### src/rtl/serial_word_packer.sv
// ============================================================================
// Module   : serial_word_packer
// Function : Packs a serial bitstream, LSB first, into DATA_WIDTH-bit words
//            with valid/ready handshakes on both the input and output sides.
//            Optional synchronous clear port: define SERIAL_WORD_PACKER_CLR_EN.
// Revision : 1.0  initial release
// ============================================================================
`default_nettype none

module serial_word_packer #(
    parameter int DATA_WIDTH = 32
) (
    input  logic                  clk,
    input  logic                  resetn,
`ifdef SERIAL_WORD_PACKER_CLR_EN
    input  logic                  clr,
`endif
    input  logic                  din,
    input  logic                  din_valid,
    output logic                  din_ready,
    output logic [DATA_WIDTH-1:0] dout,
    output logic                  dout_valid,
    input  logic                  dout_ready
);

    localparam int CW = $clog2(DATA_WIDTH + 1);
    localparam logic [CW-1:0] c_FULL = CW'(DATA_WIDTH);
    localparam logic [CW-1:0] c_LAST = CW'(DATA_WIDTH - 1);

    logic [DATA_WIDTH-1:0] r_acc;
    logic [CW-1:0]         r_cnt;
    logic [DATA_WIDTH-1:0] r_dout;
    logic                  r_dout_valid;

    logic                  w_accept;
    logic                  w_complete;
    logic                  w_out_free;
    logic                  w_load;
    logic                  w_clr;
    logic [DATA_WIDTH-1:0] w_acc_next;

`ifdef SERIAL_WORD_PACKER_CLR_EN
    assign w_clr = clr;
`else
    assign w_clr = 1'b0;
`endif

    assign din_ready  = (r_cnt != c_FULL);
    assign w_accept   = din_valid && din_ready;
    assign w_complete = (r_cnt == c_FULL) || ((r_cnt == c_LAST) && w_accept);
    assign w_out_free = !r_dout_valid || dout_ready;
    assign w_load     = w_complete && w_out_free && !w_clr;

    // Accumulator with the bit being accepted this cycle already merged in,
    // so a word finishing on this edge can be loaded straight into dout.
    always_comb begin
        w_acc_next = r_acc;
        for (int i = 0; i < DATA_WIDTH; i++) begin
            if (w_accept && (r_cnt == CW'(i))) begin
                w_acc_next[i] = din;
            end
        end
    end

    always_ff @(posedge clk or negedge resetn) begin
        if (!resetn) begin
            r_acc        <= '0;
            r_cnt        <= '0;
            r_dout       <= '0;
            r_dout_valid <= 1'b0;
        end else begin
            if (w_clr) begin
                r_acc <= '0;
                r_cnt <= '0;
            end else if (w_load) begin
                r_acc <= w_acc_next;
                r_cnt <= '0;
            end else if (w_accept) begin
                r_acc <= w_acc_next;
                r_cnt <= r_cnt + 1'b1;
            end

            if (w_load) begin
                r_dout       <= w_acc_next;
                r_dout_valid <= 1'b1;
            end else if (r_dout_valid && dout_ready) begin
                r_dout_valid <= 1'b0;
            end
        end
    end

    assign dout       = r_dout;
    assign dout_valid = r_dout_valid;

endmodule

`default_nettype wire

### config.mk
export PLATFORM = sky130hd
export DESIGN_NAME = serial_word_packer
export DESIGN_NICKNAME = d
export VERILOG_FILES = /design/src/rtl/serial_word_packer.sv
export SDC_FILE = /design/constraint.sdc
export NUM_CORES = 1
export LEC_CHECK = 0
export CAP_MARGIN = 20
export CORE_ASPECT_RATIO = 1.5
export CORE_UTILIZATION = 55
export CTS_CLUSTER_DIAMETER = 120
export DETAILED_ROUTE_END_ITERATION = 10
export PLACE_DENSITY = 0.84
export SLEW_MARGIN = 5
export SYNTH_ARGS = -nofsm -noshare
export SYNTH_HDL_FRONTEND = slang
export SYNTH_SLANG_ARGS = --single-unit
### constraint.sdc
create_clock -name clk -period 2.97 [get_ports clk]
set_clock_uncertainty 0.15 [all_clocks]
set_input_delay 0.297 -clock clk [delete_from_list [all_inputs] [get_ports clk]]
set_output_delay 0.297 -clock clk [all_outputs]
set_load 0.05 [all_outputs]
**After elaboration in Yosys (flattened, before gate mapping)**

Cells that the tools add are included.

- Bits in registers: 71
- Input port bits: 5
- Output and inout port bits: 34
- Logic and storage cells: 117

- Add/sub/neg operators: 1
- Equal/unequal tests: 33
- Mux-type cells: 38
- Reductions and logical operators: 41

Operators by type and width:

| kind | count |
|---|---|
| 6-bit by 5-bit == test with 1-bit output, second input constant | 16 |
| 32-bit 2-to-1 mux | 2 |
| 6-bit by 4-bit == test with 1-bit output, second input constant | 8 |
| 1-bit logical AND | 35 |
| 1-bit 2-to-1 mux | 34 |
| 6-bit by 3-bit == test with 1-bit output, second input constant | 4 |
| 6-bit by 2-bit == test with 1-bit output, second input constant | 2 |
| 6-bit 2-to-1 mux | 2 |
| 6-bit by 1-bit adder with 6-bit output, second input constant | 1 |
| 6-bit by 1-bit == test with 1-bit output, second input constant | 1 |
| 6-bit == test, second input constant | 1 |
| 6-bit zero test | 1 |
| 6-bit != test, second input constant | 1 |
| 2-bit nonzero test | 2 |
| 1-bit logical OR | 2 |
| 1-bit zero test | 1 |

**Depth between registers and ports, before layout**

- Depth in word-level cells: 6
- Gate-level depth with buffers: 8
- Depth with buffers taken out: 6

**Least setup slack after synthesis**

OpenSTA, ideal clock, no wires.

- Path kind: register -> register
- Start point: register r_cnt[0]
- End point: register r_dout[19], in the netlist dout[19]
- Arrival time: 2263 ps
- Data required time: 2693 ps
- Path slack: 430 ps
- Stages on the path, launching flop included: 9
- Buffers on the path: 2
- Clock period less this slack: 2540 ps
- Path through: dfrtp_1 > inv_1 > ha_1 > nor2b_1 > nand3_1 > a21boi_2 > buf_6 > buf_8 > mux2_1

- Longest elaborated chain between the ends: 5

RTL lines:

| element | RTL line | RTL |
|---|---|---|
| start, declared | 31 | `logic [CW-1:0] r_cnt;` |
| start signal, assigned | 80 | `r_cnt <= r_cnt + 1'b1;` |
| 6-bit != test * | 48 | `assign din_ready = (r_cnt != c_FULL);` |
| via din_ready | 20 | `output logic din_ready,` |
| 1-bit logical AND * | 49 | `assign w_accept = din_valid && din_ready;` |
| 1-bit logical AND | 50 | `assign w_complete = (r_cnt == c_FULL) \|\| ((r_cnt == c_LAST) && w_accept);` |
| 1-bit logical OR | 50 |  |
| 1-bit logical AND | 52 | `assign w_load = w_complete && w_out_free && !w_clr;` |
| end signal, assigned | 84 | `r_dout <= w_acc_next;` |
| end, declared | 32 | `logic [DATA_WIDTH-1:0] r_dout;` |

Mark *: on every way through the listed nets, which the timed path passes. The rest lies on a longest branch.
A chain may end at the register's enable or synchronous reset.

**Final worst setup path**

- Start point: register r_cnt[0]
- End point: output port din_ready

- Longest elaborated chain between the ends: 1

RTL lines:

| element | RTL line |
|---|---|
| 6-bit != test | 48 |
| end, declared | 20 |

No other way between the ends.

==> impl_metrics.env <==
export IMPL_post_route_period_util_pct=82.74
export IMPL_timing_final_ws_setup_ns=0.5125
export IMPL_pre_cts_slack_ns=0.4913
export IMPL_start_kind="register"
export IMPL_clock_sinks=71
export IMPL_slowest_delay_ns=0.47
export IMPL_row_count=33
export IMPL_clock_fmax_mhz=406.9
export IMPL_dr_total_vias=1851
export IMPL_tightest_slew_ns=0.7204
export IMPL_tritoncts="done"
export IMPL_p_leak_nw=1.749
export IMPL_crit_required_ns=2.52
export IMPL_n_antenna_cell=0
export IMPL_synth_seq_cells=71
export IMPL_cap_viol_max_count=0
export IMPL_synth_nets=234
export IMPL_fp_dieH_um=94.86
export IMPL_drc=0
export IMPL_dieWidth_um=63.91
export IMPL_netlist_instances=225
export IMPL_clockRootBuffer="clkbuf_8"
export IMPL_peakVddDrop_v=0.0005972
export IMPL_h_tree_depth=3
export IMPL_rsz0062_at_grt="false"
export IMPL_power_frac_comb_pct=38.2
export IMPL_p_sw_share_pct=36.15
export IMPL_period_needed_ns=2.457
export IMPL_mappedNetlistArea_um2=3162
export IMPL_clk_pin_slew_ns=0.07
export IMPL_first_pass_iters=4
export IMPL_rr_startpoint="r_cnt[0]"
export IMPL_routed_wl_um=5404
export IMPL_port_buffers=38
export IMPL_avgRoutedWirePerCell_um=15.76
export IMPL_routabilityCongestion=0.8464
export IMPL_grt_start_max_net_pins=41
export IMPL_startpoint="r_cnt[0]"
export IMPL_slowest_stage="dlymetal6s2s_1"
export IMPL_fin_nets=277
export IMPL_crit_type="reg -> out"
export IMPL_drt_iter0_drc=51
export IMPL_seqPwrFrac_pct=40.5
export IMPL_r2r_worst_path_cells=7
export IMPL_ant_nets=0
export IMPL_crit_chain="inv_1 -> ha_1 -> nor2b_1 -> nand3_1 -> dlymetal6s2s_1"
export IMPL_antenna_found_initial=0
export IMPL_slew_viol_final=0
export IMPL_grt_pass1_vias=1877
export IMPL_drive_gt1_share_pct=30.40
export IMPL_critPathMaxFanout=6
export IMPL_core_area_um2=5492
export IMPL_endpoint="din_ready"
export IMPL_p_int_mw=2.357
export IMPL_cts_buffer_depth=2
export IMPL_slew_headroom_pct=51.97
export IMPL_power_switching_mw=1.334
export IMPL_postSynthAreaPerCell_um2=14.05
export IMPL_finalHoldViolations=0
export IMPL_grt_first_pass_wirelength_um=9280
export IMPL_viasPerCell=5.397
export IMPL_setup_tns_ns=0
export IMPL_synthDistinctLibCells=31
export IMPL_fillers=393
export IMPL_start_util_pct=57.58
export IMPL_track_usage_pct=20.68
export IMPL_die_area_um2=6062
export IMPL_p_clk_share_pct=21.3
export IMPL_r2r_end="dout[25]"
export IMPL_yosys_warnings=0
export IMPL_end_kind="primary output"
export IMPL_p_per_area_nw_per_um2=970.2
export IMPL_io_pins=39
export IMPL_place_hpwl_um=3713
export IMPL_rrSetupSlack_ns=0.55
export IMPL_cts_made_buffers=9
export IMPL_status="finished, final reports clean"
export IMPL_min_path_type="reg -> reg"
export IMPL_grt_ovfl_total=0
export IMPL_synth_seq_area_share_pct=56.19
export IMPL_clk_latency_ns=0.33
export IMPL_finalSetupViolCount=0
export IMPL_area_delta_synth_final_pct=20.34
export IMPL_cp_arrival_ns=2.01
[metal layers]
metal	routed length, um	global-route usage, %	vias to the layer above
met5	0	0	-
met4	107	9.091	0
met3	169	4.952	8
met2	2663	33.42	31
met1	2463	26.39	945
li1	-	-	867
[power by group through the flow]
stage | sequential [mW] | combinational, mW | clock (mW)
6_report | 1.49 | 1.41 | 0.788
5_1_grt | 1.54 | 1.51 | 0.836
4_1_cts | 1.50 | 1.42 | 0.800
3_5_place_dp | 1.51 | 1.41 | 0
3_3_place_gp | 1.50 | 1.38 | 0
2_1_floorplan | 1.80 | 0.725 | 0
[flip-flops by register name (all words and copies together) (netlist names)]
| register | flops |
|---|---|
| dout | 32 |
| r_acc | 32 |
| dout_valid | 1 |
| r_cnt | 6 |
[Yosys cell counts]
master | n | area (um2)
buf_8 | 1 | 15.01
a21boi_2 | 1 | 11.26
nand4b_1 | 2 | 17.52
xnor2_1 | 3 | 26.28
a21o_1 | 1 | 7.510
nand2b_1 | 3 | 18.77
nand2_1 | 14 | 52.55
nor2b_1 | 2 | 12.51
and2b_1 | 2 | 15.01
inv_1 | 3 | 11.26
buf_6 | 1 | 11.26
mux2_4 | 19 | 285.3
mux2_1 | 8 | 90.09
mux2_2 | 37 | 416.7
a31oi_1 | 1 | 6.260
nand3b_1 | 4 | 30.03
buf_12 | 2 | 40.04
dfrtp_1 | 71 | 1777
nand4_1 | 5 | 31.28
clkbuf_1 | 3 | 11.26
ha_1 | 4 | 50.05
nand3_1 | 8 | 40.04
nor3b_1 | 1 | 7.510
nor2_1 | 11 | 41.29
xor2_1 | 1 | 8.760
or2_1 | 1 | 6.260
and4bb_2 | 4 | 50.05
nor2_4 | 1 | 11.26
nor3_1 | 4 | 20.02
mux2i_1 | 1 | 10.01
buf_2 | 6 | 30.03
[cell type report]
| cell class | instances | area, um2 | area share, % |
|---|---|---|---|
| multi-input cells | 138 | 1274 | 33.48 |
| clock inverters | 2 | 37.54 | 0.9865 |
| flip-flops and latches | 71 | 1777 | 46.70 |
| well taps | 70 | 87.58 | 2.302 |
| repair buffers | 45 | 445.4 | 11.71 |
| inverters | 3 | 11.26 | 0.2960 |
| clock buffers | 14 | 172.7 | 4.538 |
[critical path: cells and delay by family (launching register included)]
kind                     cells  cell delay [ns]
adder cells (fa/ha/maj)      1             0.26
flip-flops                   1             0.45
buffers and inverters        2             0.56
AND/OR/NAND/NOR              2             0.40
[repair_timing]
action | 4_1_cts | 5_1_grt
hold buffers | 1 | 0
setup endpoints to repair | 0 | 1
setup buffers | 0 | 0
endpoints found under the hold margin | 31 | 0
resized for setup | 0 | 1
[cell usage in the layout (no fill, tap or decap)]
cell type	synthesis	final
nand4_1	5	5
nor3_1	4	4
dfrtp_1	71	71
and4bb_2	4	4
nor3b_1	1	1
buf_2	6	1
clkbuf_1	3	2
nor2_4	1	1
a31oi_1	1	1
buf_4	0	5
ha_1	4	4
mux2i_1	1	1
nand2_1	14	14
clkdlybuf4s50_1	0	36
or2_1	1	1
mux2_4	19	19
and2b_1	2	2
bufinv_16	0	1
nand2b_1	3	3
clkbuf_8	0	12
mux2_2	37	37
clkinvlp_4	0	1
nand3b_1	4	4
xnor2_1	3	3
inv_1	3	3
nor2b_1	2	2
nand3_1	8	8
buf_12	2	1
a21o_1	1	1
dlymetal6s2s_1	0	1
nand4b_1	2	2
a21boi_4	0	1
xor2_1	1	1
dlygate4sd3_1	0	1
nor2_1	11	11
mux2_1	8	8
[cell families after synthesis]
kind of cell | share of synthesized area [%]
AOI/OAI and AO/OA | 0.7916
xor gates and xnor gates | 1.108
adders and majority gates | 1.583
buffers and inverters | 3.759
DFF | 56.19
muxes | 25.37
and+or+nand+nor | 11.20
[metrics by stage]
| stage | power (mW) | cell area (um2) | utilization (%) | hold WS, ns | instances |
|---|---|---|---|---|---|
| floorplan | 2.521 | 3162 | - | -0.1486 | 225 |
| global placement | 2.876 | 3582 | 65.23 | 0.2242 | 326 |
| detailed placement | 2.923 | 3582 | 65.23 | 0.2400 | 326 |
| CTS | 3.717 | 3802 | 69.24 | 0.3454 | 343 |
| global route | 3.892 | 3805 | 69.29 | 0.3567 | 343 |
| finish | 3.692 | 3805 | 69.29 | 0.3420 | 343 |
[how the worst min path moves through the flow]
stage / to / slack [ns] / cells past startpoint / from
finish: dout[29] / 0.34 / 1 / dout[29]
global route: dout[30] / 0.36 / 1 / dout[30]
CTS: dout[30] / 0.35 / 1 / dout[30]
detailed placement: dout[2] / 0.24 / 1 / resetn
global placement: dout[2] / 0.22 / 1 / resetn
floorplan: dout[0] / -0.15 / 0 / resetn
No activity file was read; power rests on OpenSTA's default activity.
